File: src/rtl/tank_pkg.sv
// rtl/tank_pkg.sv - shared types, scancodes and key-match helper for the tank motion block
package tank_pkg;

    // Compass heading, clockwise from north
    typedef enum logic [2:0] {
        HEAD_N  = 3'd0,
        HEAD_NE = 3'd1,
        HEAD_E  = 3'd2,
        HEAD_SE = 3'd3,
        HEAD_S  = 3'd4,
        HEAD_SW = 3'd5,
        HEAD_W  = 3'd6,
        HEAD_NW = 3'd7
    } heading_t;

    // Fire controller states
    typedef enum logic [0:0] {
        FIRE_READY = 1'b0,
        FIRE_COOL  = 1'b1
    } fire_state_t;

    // Arrow keys (player one defaults)
    localparam logic [7:0] SC_ARROW_UP    = 8'h52;
    localparam logic [7:0] SC_ARROW_DOWN  = 8'h51;
    localparam logic [7:0] SC_ARROW_LEFT  = 8'h50;
    localparam logic [7:0] SC_ARROW_RIGHT = 8'h4F;

    // WASD (player two bindings)
    localparam logic [7:0] SC_W = 8'h1A;
    localparam logic [7:0] SC_A = 8'h04;
    localparam logic [7:0] SC_S = 8'h16;
    localparam logic [7:0] SC_D = 8'h07;

    localparam logic [7:0] SC_SPACE = 8'h2C;

    // True when code sits in any of the four scancode slots
    function automatic logic key_hit(input logic [31:0] kc, input logic [7:0] code);
        return (kc[31:24] == code) || (kc[23:16] == code) ||
               (kc[15:8]  == code) || (kc[7:0]   == code);
    endfunction

endpackage

File: src/rtl/tank_key_decode.sv
// rtl/tank_key_decode.sv - combinational 4-slot scancode matcher for movement and fire keys
module tank_key_decode
    import tank_pkg::*;
#(
    parameter logic [7:0] KEY_UP    = SC_ARROW_UP,
    parameter logic [7:0] KEY_DOWN  = SC_ARROW_DOWN,
    parameter logic [7:0] KEY_LEFT  = SC_ARROW_LEFT,
    parameter logic [7:0] KEY_RIGHT = SC_ARROW_RIGHT,
    parameter logic [7:0] KEY_FIRE  = SC_SPACE
) (
    input  logic [31:0] keycode,
    output logic        up,
    output logic        down,
    output logic        left,
    output logic        right,
    output logic        fire
);

    // Slot order is irrelevant: a key is pressed if any slot holds it
    always_comb begin
        up    = key_hit(keycode, KEY_UP);
        down  = key_hit(keycode, KEY_DOWN);
        left  = key_hit(keycode, KEY_LEFT);
        right = key_hit(keycode, KEY_RIGHT);
        fire  = key_hit(keycode, KEY_FIRE);
    end

endmodule

File: src/rtl/tank_motion.sv
// rtl/tank_motion.sv - per-tank clamped motion, heading and fire cooldown; TANK_DIAG_EN enables diagonal moves
module tank_motion
    import tank_pkg::*;
#(
    parameter int         COORD_W   = 10,
    parameter int         X_CENTER  = 300,
    parameter int         Y_CENTER  = 250,
    parameter int         X_MIN     = 0,
    parameter int         X_MAX     = 639,
    parameter int         Y_MIN     = 0,
    parameter int         Y_MAX     = 479,
    parameter int         SIZE      = 4,
    parameter int         STEP      = 1,
    parameter logic [7:0] KEY_UP    = SC_ARROW_UP,
    parameter logic [7:0] KEY_DOWN  = SC_ARROW_DOWN,
    parameter logic [7:0] KEY_LEFT  = SC_ARROW_LEFT,
    parameter logic [7:0] KEY_RIGHT = SC_ARROW_RIGHT,
    parameter logic [7:0] KEY_FIRE  = SC_SPACE,
    parameter int         COOLDOWN  = 16
) (
    input  logic               frame_clk,
    input  logic               Reset,
    input  logic [31:0]        keycode,
    output logic [COORD_W-1:0] TankX,
    output logic [COORD_W-1:0] TankY,
    output logic [COORD_W-1:0] TankS,
    output logic [2:0]         Heading,
    output logic               Fire,
    output logic               Ready
);

    // Two spare bits keep pos+STEP+SIZE and pos-STEP-SIZE from wrapping for any pos
    localparam int CW    = COORD_W + 2;
    localparam int CNT_W = $clog2(COOLDOWN + 1);

    localparam logic [0:0] ST_READY = FIRE_READY;
    localparam logic [0:0] ST_COOL  = FIRE_COOL;

    // Clamp thresholds: moving down-axis clamps when pos < MIN+SIZE+STEP, up-axis when pos > MAX-SIZE-STEP
    localparam logic signed [CW-1:0] X_LO_LIM = CW'(X_MIN + SIZE + STEP);
    localparam logic signed [CW-1:0] X_HI_LIM = CW'(X_MAX - SIZE - STEP);
    localparam logic signed [CW-1:0] X_LO_POS = CW'(X_MIN + SIZE);
    localparam logic signed [CW-1:0] X_HI_POS = CW'(X_MAX - SIZE);
    localparam logic signed [CW-1:0] Y_LO_LIM = CW'(Y_MIN + SIZE + STEP);
    localparam logic signed [CW-1:0] Y_HI_LIM = CW'(Y_MAX - SIZE - STEP);
    localparam logic signed [CW-1:0] Y_LO_POS = CW'(Y_MIN + SIZE);
    localparam logic signed [CW-1:0] Y_HI_POS = CW'(Y_MAX - SIZE);
    localparam logic signed [CW-1:0] STEP_S   = CW'(STEP);

    logic key_up, key_down, key_left, key_right, key_fire;
    logic mv_up, mv_down, mv_left, mv_right;

    logic [COORD_W-1:0] next_x, next_y;
    heading_t           heading, next_heading;

    logic [0:0]       fire_state;
    logic [CNT_W-1:0] cnt;
    logic             prev_fire;

    tank_key_decode #(
        .KEY_UP    (KEY_UP),
        .KEY_DOWN  (KEY_DOWN),
        .KEY_LEFT  (KEY_LEFT),
        .KEY_RIGHT (KEY_RIGHT),
        .KEY_FIRE  (KEY_FIRE)
    ) u_key_decode (
        .keycode (keycode),
        .up      (key_up),
        .down    (key_down),
        .left    (key_left),
        .right   (key_right),
        .fire    (key_fire)
    );

    // One step along an axis, snapped to the bound instead of crossing it
    function automatic logic [COORD_W-1:0] axis_next(
        input logic [COORD_W-1:0]    pos,
        input logic                  dec,
        input logic                  inc,
        input logic signed [CW-1:0]  lo_lim,
        input logic signed [CW-1:0]  hi_lim,
        input logic signed [CW-1:0]  lo_pos,
        input logic signed [CW-1:0]  hi_pos
    );
        logic signed [CW-1:0] p;
        logic signed [CW-1:0] n;
        p = signed'({2'b00, pos});
        n = p;
        if (dec) begin
            n = (p < lo_lim) ? lo_pos : (p - STEP_S);
        end else if (inc) begin
            n = (p > hi_lim) ? hi_pos : (p + STEP_S);
        end
        return n[COORD_W-1:0];
    endfunction

`ifdef TANK_DIAG_EN
    // Each axis resolves its own opposing pair, so both axes may move together
    always_comb begin
        mv_up    = key_up;
        mv_down  = !key_up && key_down;
        mv_left  = key_left;
        mv_right = !key_left && key_right;
    end
`else
    // Single direction by priority up > down > left > right
    always_comb begin
        mv_up    = key_up;
        mv_down  = !key_up && key_down;
        mv_left  = !key_up && !key_down && key_left;
        mv_right = !key_up && !key_down && !key_left && key_right;
    end
`endif

    // Next position and heading come straight from this edge's keys, no lag
    always_comb begin
        next_x       = axis_next(TankX, mv_left, mv_right, X_LO_LIM, X_HI_LIM, X_LO_POS, X_HI_POS);
        next_y       = axis_next(TankY, mv_up, mv_down, Y_LO_LIM, Y_HI_LIM, Y_LO_POS, Y_HI_POS);
        next_heading = heading;
        case ({mv_up, mv_down, mv_left, mv_right})
            4'b1000: next_heading = HEAD_N;
            4'b1001: next_heading = HEAD_NE;
            4'b0001: next_heading = HEAD_E;
            4'b0101: next_heading = HEAD_SE;
            4'b0100: next_heading = HEAD_S;
            4'b0110: next_heading = HEAD_SW;
            4'b0010: next_heading = HEAD_W;
            4'b1010: next_heading = HEAD_NW;
            default: next_heading = heading;
        endcase
    end

    // Position and heading registers
    always_ff @(posedge frame_clk or posedge Reset) begin
        if (Reset) begin
            TankX   <= COORD_W'(X_CENTER);
            TankY   <= COORD_W'(Y_CENTER);
            heading <= HEAD_N;
        end else begin
            TankX   <= next_x;
            TankY   <= next_y;
            heading <= next_heading;
        end
    end

    // Fire controller: rising-edge press fires once, then locks out for COOLDOWN frames
    always_ff @(posedge frame_clk or posedge Reset) begin
        if (Reset) begin
            fire_state <= ST_READY;
            cnt        <= '0;
            prev_fire  <= 1'b0;
            Fire       <= 1'b0;
        end else begin
            prev_fire <= key_fire;
            Fire      <= 1'b0;
            case (fire_state)
                ST_READY: begin
                    if (key_fire && !prev_fire) begin
                        Fire       <= 1'b1;
                        cnt        <= CNT_W'(COOLDOWN);
                        fire_state <= ST_COOL;
                    end
                end
                default: begin
                    cnt <= cnt - 1'b1;
                    if (cnt == CNT_W'(1)) begin
                        fire_state <= ST_READY;
                    end
                end
            endcase
        end
    end

    assign TankS   = COORD_W'(SIZE);
    assign Heading = heading;
    assign Ready   = (fire_state == ST_READY);

endmodule

File: config.mk
export PLATFORM = sky130hd
export DESIGN_NAME = tank_motion
export DESIGN_NICKNAME = d
export VERILOG_FILES = /design/src/rtl/tank_pkg.sv /design/src/rtl/tank_key_decode.sv /design/src/rtl/tank_motion.sv
export SDC_FILE = /design/constraint.sdc
export NUM_CORES = 1
export LEC_CHECK = 0
export ABC_AREA = 1
export ABC_CLOCK_PERIOD_IN_PS = 1700
export CAP_MARGIN = 0
export CORE_AREA = 8 8 96 76
export CTS_BUF_LIST = sky130_fd_sc_hd__clkbuf_4 sky130_fd_sc_hd__clkbuf_8
export DETAILED_ROUTE_END_ITERATION = 7
export DIE_AREA = 0 0 104 84
export PLACE_DENSITY = 0.8
export SYNTH_ARGS = -nofsm -noshare
export SYNTH_HDL_FRONTEND = slang
export SYNTH_HIERARCHICAL = 1
export SYNTH_SLANG_ARGS = --single-unit
File: constraint.sdc
create_clock -name frame_clk -period 1.7 [get_ports frame_clk]
set_input_delay 0.255 -clock frame_clk [delete_from_list [all_inputs] [get_ports frame_clk]]
set_output_delay 0.255 -clock frame_clk [all_outputs]
set_load 0.02 [all_outputs]
==> impl_metrics.env <==
export IMPL_maxCapViolations=0
export IMPL_crit_chain="clkdlybuf4s50_1"
export IMPL_ctsHtreeMaxLevel=2
export IMPL_ant_nets=0
export IMPL_critical_path_startpoint="TankX[6]"
export IMPL_timing_rr_start="TankY[1]"
export IMPL_r2r_end="TankY[2]"
export IMPL_synth_area_leaders="dfrtp_1, nand2_1, nor2_1, inv_1, dfstp_2"
export IMPL_wl_per_cell_um=13.5
export IMPL_dp_cells=647
export IMPL_setup_violations=0
export IMPL_start_kind="register"
export IMPL_fmax_mhz=604
export IMPL_wl_met1_mm=3.99
export IMPL_syn_cell_area_um2=2910
export IMPL_clockBufferDepth=2
export IMPL_grt_remaining_overflow=0
export IMPL_drv_slew=0
export IMPL_die_area_um2=8740
export IMPL_place_congestion=0.978
export IMPL_met2_length_mm=4.25
export IMPL_root_buffer="clkbuf_8"
export IMPL_rr_worst_depth=8
export IMPL_drc=0
export IMPL_vdd_ir_drop_max_uv=772
export IMPL_min_period_ps=1660
export IMPL_path_delay_family="buffers and inverters"
export IMPL_endpoint="TankX[6]"
export IMPL_synth_top_area_cell="dfrtp_1"
export IMPL_wl_met3_um=595
export IMPL_grt_max_degree=32
export IMPL_die_w_um=104
export IMPL_crit_fanout=7
export IMPL_first_global_vias=3189
export IMPL_clkSlewWorstSetupHoldPaths_ps=70
export IMPL_core_area_um2=5710
export IMPL_status="complete, no violations"
export IMPL_synth_top_area_share_pct=18.0
export IMPL_viasPerCell=5.11
export IMPL_stdcell_count=664
export IMPL_grt_usage_pct=19.4
export IMPL_cts_sinks=31
export IMPL_hold_slack_ps=358
export IMPL_cp_slowest_stage_delay_ps=650
export IMPL_dr_total_vias=3391
export IMPL_grt_pass1_wl_mm=14.6
export IMPL_synthToLayoutAreaGrowth_pct=39.2
export IMPL_antenna_found_initial=0
export IMPL_syn_avg_cell_area_um2=5.93
export IMPL_highest_layer="met4"
export IMPL_holdBufCountCts=0
export IMPL_finClkSkew_ps=6.20
export IMPL_fin_util_pct=71.0
export IMPL_first_pass_iters=5
export IMPL_synth_enable_flop_cells=0
export IMPL_p_per_area_nw_per_um2=1220
export IMPL_nets=627
export IMPL_cp_data_arrival_time_ps=1400
export IMPL_yosys_warnings=6
export IMPL_synth_most_common_cell="nand2_1"
export IMPL_cp_required_ps=1440
export IMPL_num_antenna_cells=0
export IMPL_ys_seq_elements=31
export IMPL_portBuffers=58
export IMPL_start_util_pct=51.0
export IMPL_netlist_instances=491
export IMPL_hpwl_mm=6.67
export IMPL_worst_path_max_delay_cell="clkdlybuf4s50_1"
export IMPL_clock_latency_ps=280
export IMPL_fin_crit_sh_pct=97.5
export IMPL_cts_made_buffers=5
export IMPL_p_leak_nw=2.34
export IMPL_worst_path_buf_inv=1
export IMPL_yosys_top_cells_count="nand2_1, nor2_1, inv_1, nand3_1, dfrtp_1"
export IMPL_postLayoutCellArea_um2=4050
export IMPL_row_count=24
export IMPL_critPathCaptureType="output port"
export IMPL_hold_path_class="in2async"
export IMPL_dieHeight_um=84
export IMPL_finalHoldViolCount=0
export IMPL_synth_flop_cell="dfrtp_1"
export IMPL_drt_iter0_drc=189
export IMPL_ys_types=30
export IMPL_critical_path_depth=1
export IMPL_path_class="reg2out"
export IMPL_cts_tree="yes"
export IMPL_ys_async_sr_fraction_pct=100
export IMPL_routed_wirelength_mm=8.96
export IMPL_ios=69
export IMPL_drive_gt1_share_pct=18.8
export IMPL_postPlaceCellArea_um2=3710
export IMPL_yosysSeqAreaShare_pct=27.1
export IMPL_r2r_setup_slack_ps=100
flip-flops by register name, summed over array words and instances, names as in the netlist:
register,count
cnt,5
prev_fire,1
fire_state,1
Heading,3
TankX,10
Fire,1
TankY,10
layout make-up:
| type | count | area [um2] |
|---|---|---|
| multi-input combinational | 375 | 1850 |
| fill | 459 | 1650 |
| timing repair buffer | 96 | 945 |
| sequential | 31 | 788 |
| inverter | 76 | 290 |
| tap | 78 | 97.6 |
| clock buffer | 5 | 68.8 |
| clock inverter | 3 | 15.0 |
report_power, final:
group	internal [mW]	switching (mW)
Combinational	1.13	1.71
Clock	0.280	0.283
Sequential	1.10	0.436
layout by cell type, fill, tap and decap left out, drive strengths merged:
cell	n
clkdlybuf4s50	12
xor2	9
clkinv	3
dfstp	10
dlymetal6s2s	26
conb	10
nor3	6
o211ai	4
nand4	6
dfrtp	21
inv	76
nor2	113
clkdlybuf4s15	2
o21ai	15
dlygate4sd2	18
nand2	137
o21bai	1
buf	37
o22ai	1
clkbuf	6
nand3	50
a21oi	13
and3	1
ha	8
a22oi	1
metal layers:
metal / vias to the layer above / track usage, %
li1: 1680 / -
met1: 1555 / 23.8
met2: 140 / 33.5
met3: 16 / 3.94
met4: 0 / 5.37
met5: - / 0
logic make-up (layout without fill, tap and decap cells):
family          count (synthesis)  after routing  synth area share [%]
flops                          31             31                  27.1
buf+inv                        93            180                  14.1
fa+ha+maj                       8              8                  3.44
simple gates                  313            313                  45.6
other cells                     2             10                 0.258
xor+xnor                        9              9                  2.71
compound gates                 35             35                  6.83
repair_timing:
action	CTS	global route
pin swaps	17	12
gates cloned	0	1
resized for setup	40	56
endpoints found under the setup margin	30	27
setup buffers	3	5
through the flow:
stage / setup slack [ps] / power, mW / setup TNS, ps
finish: 43.2 / 4.93 / 0
global route: -6.10 / 5.35 / -7.53
CTS: 2.71 / 4.79 / 0
detailed placement: -401 / 4.29 / -7860
global placement: -317 / 4.23 / -6110
floorplan: 86.4 / 3.24 / 0
how the worst min path moves through the flow:
stage,depth (start not counted),to,start
after floorplan,1,Fire,Reset
after global placement,1,Fire,prev_fire
after detailed placement,1,Fire,prev_fire
after CTS,3,cnt[4],Reset
after global routing,3,TankX[7],Reset
final,3,fire_state,Reset
Power figures use the tool's default switching activity.
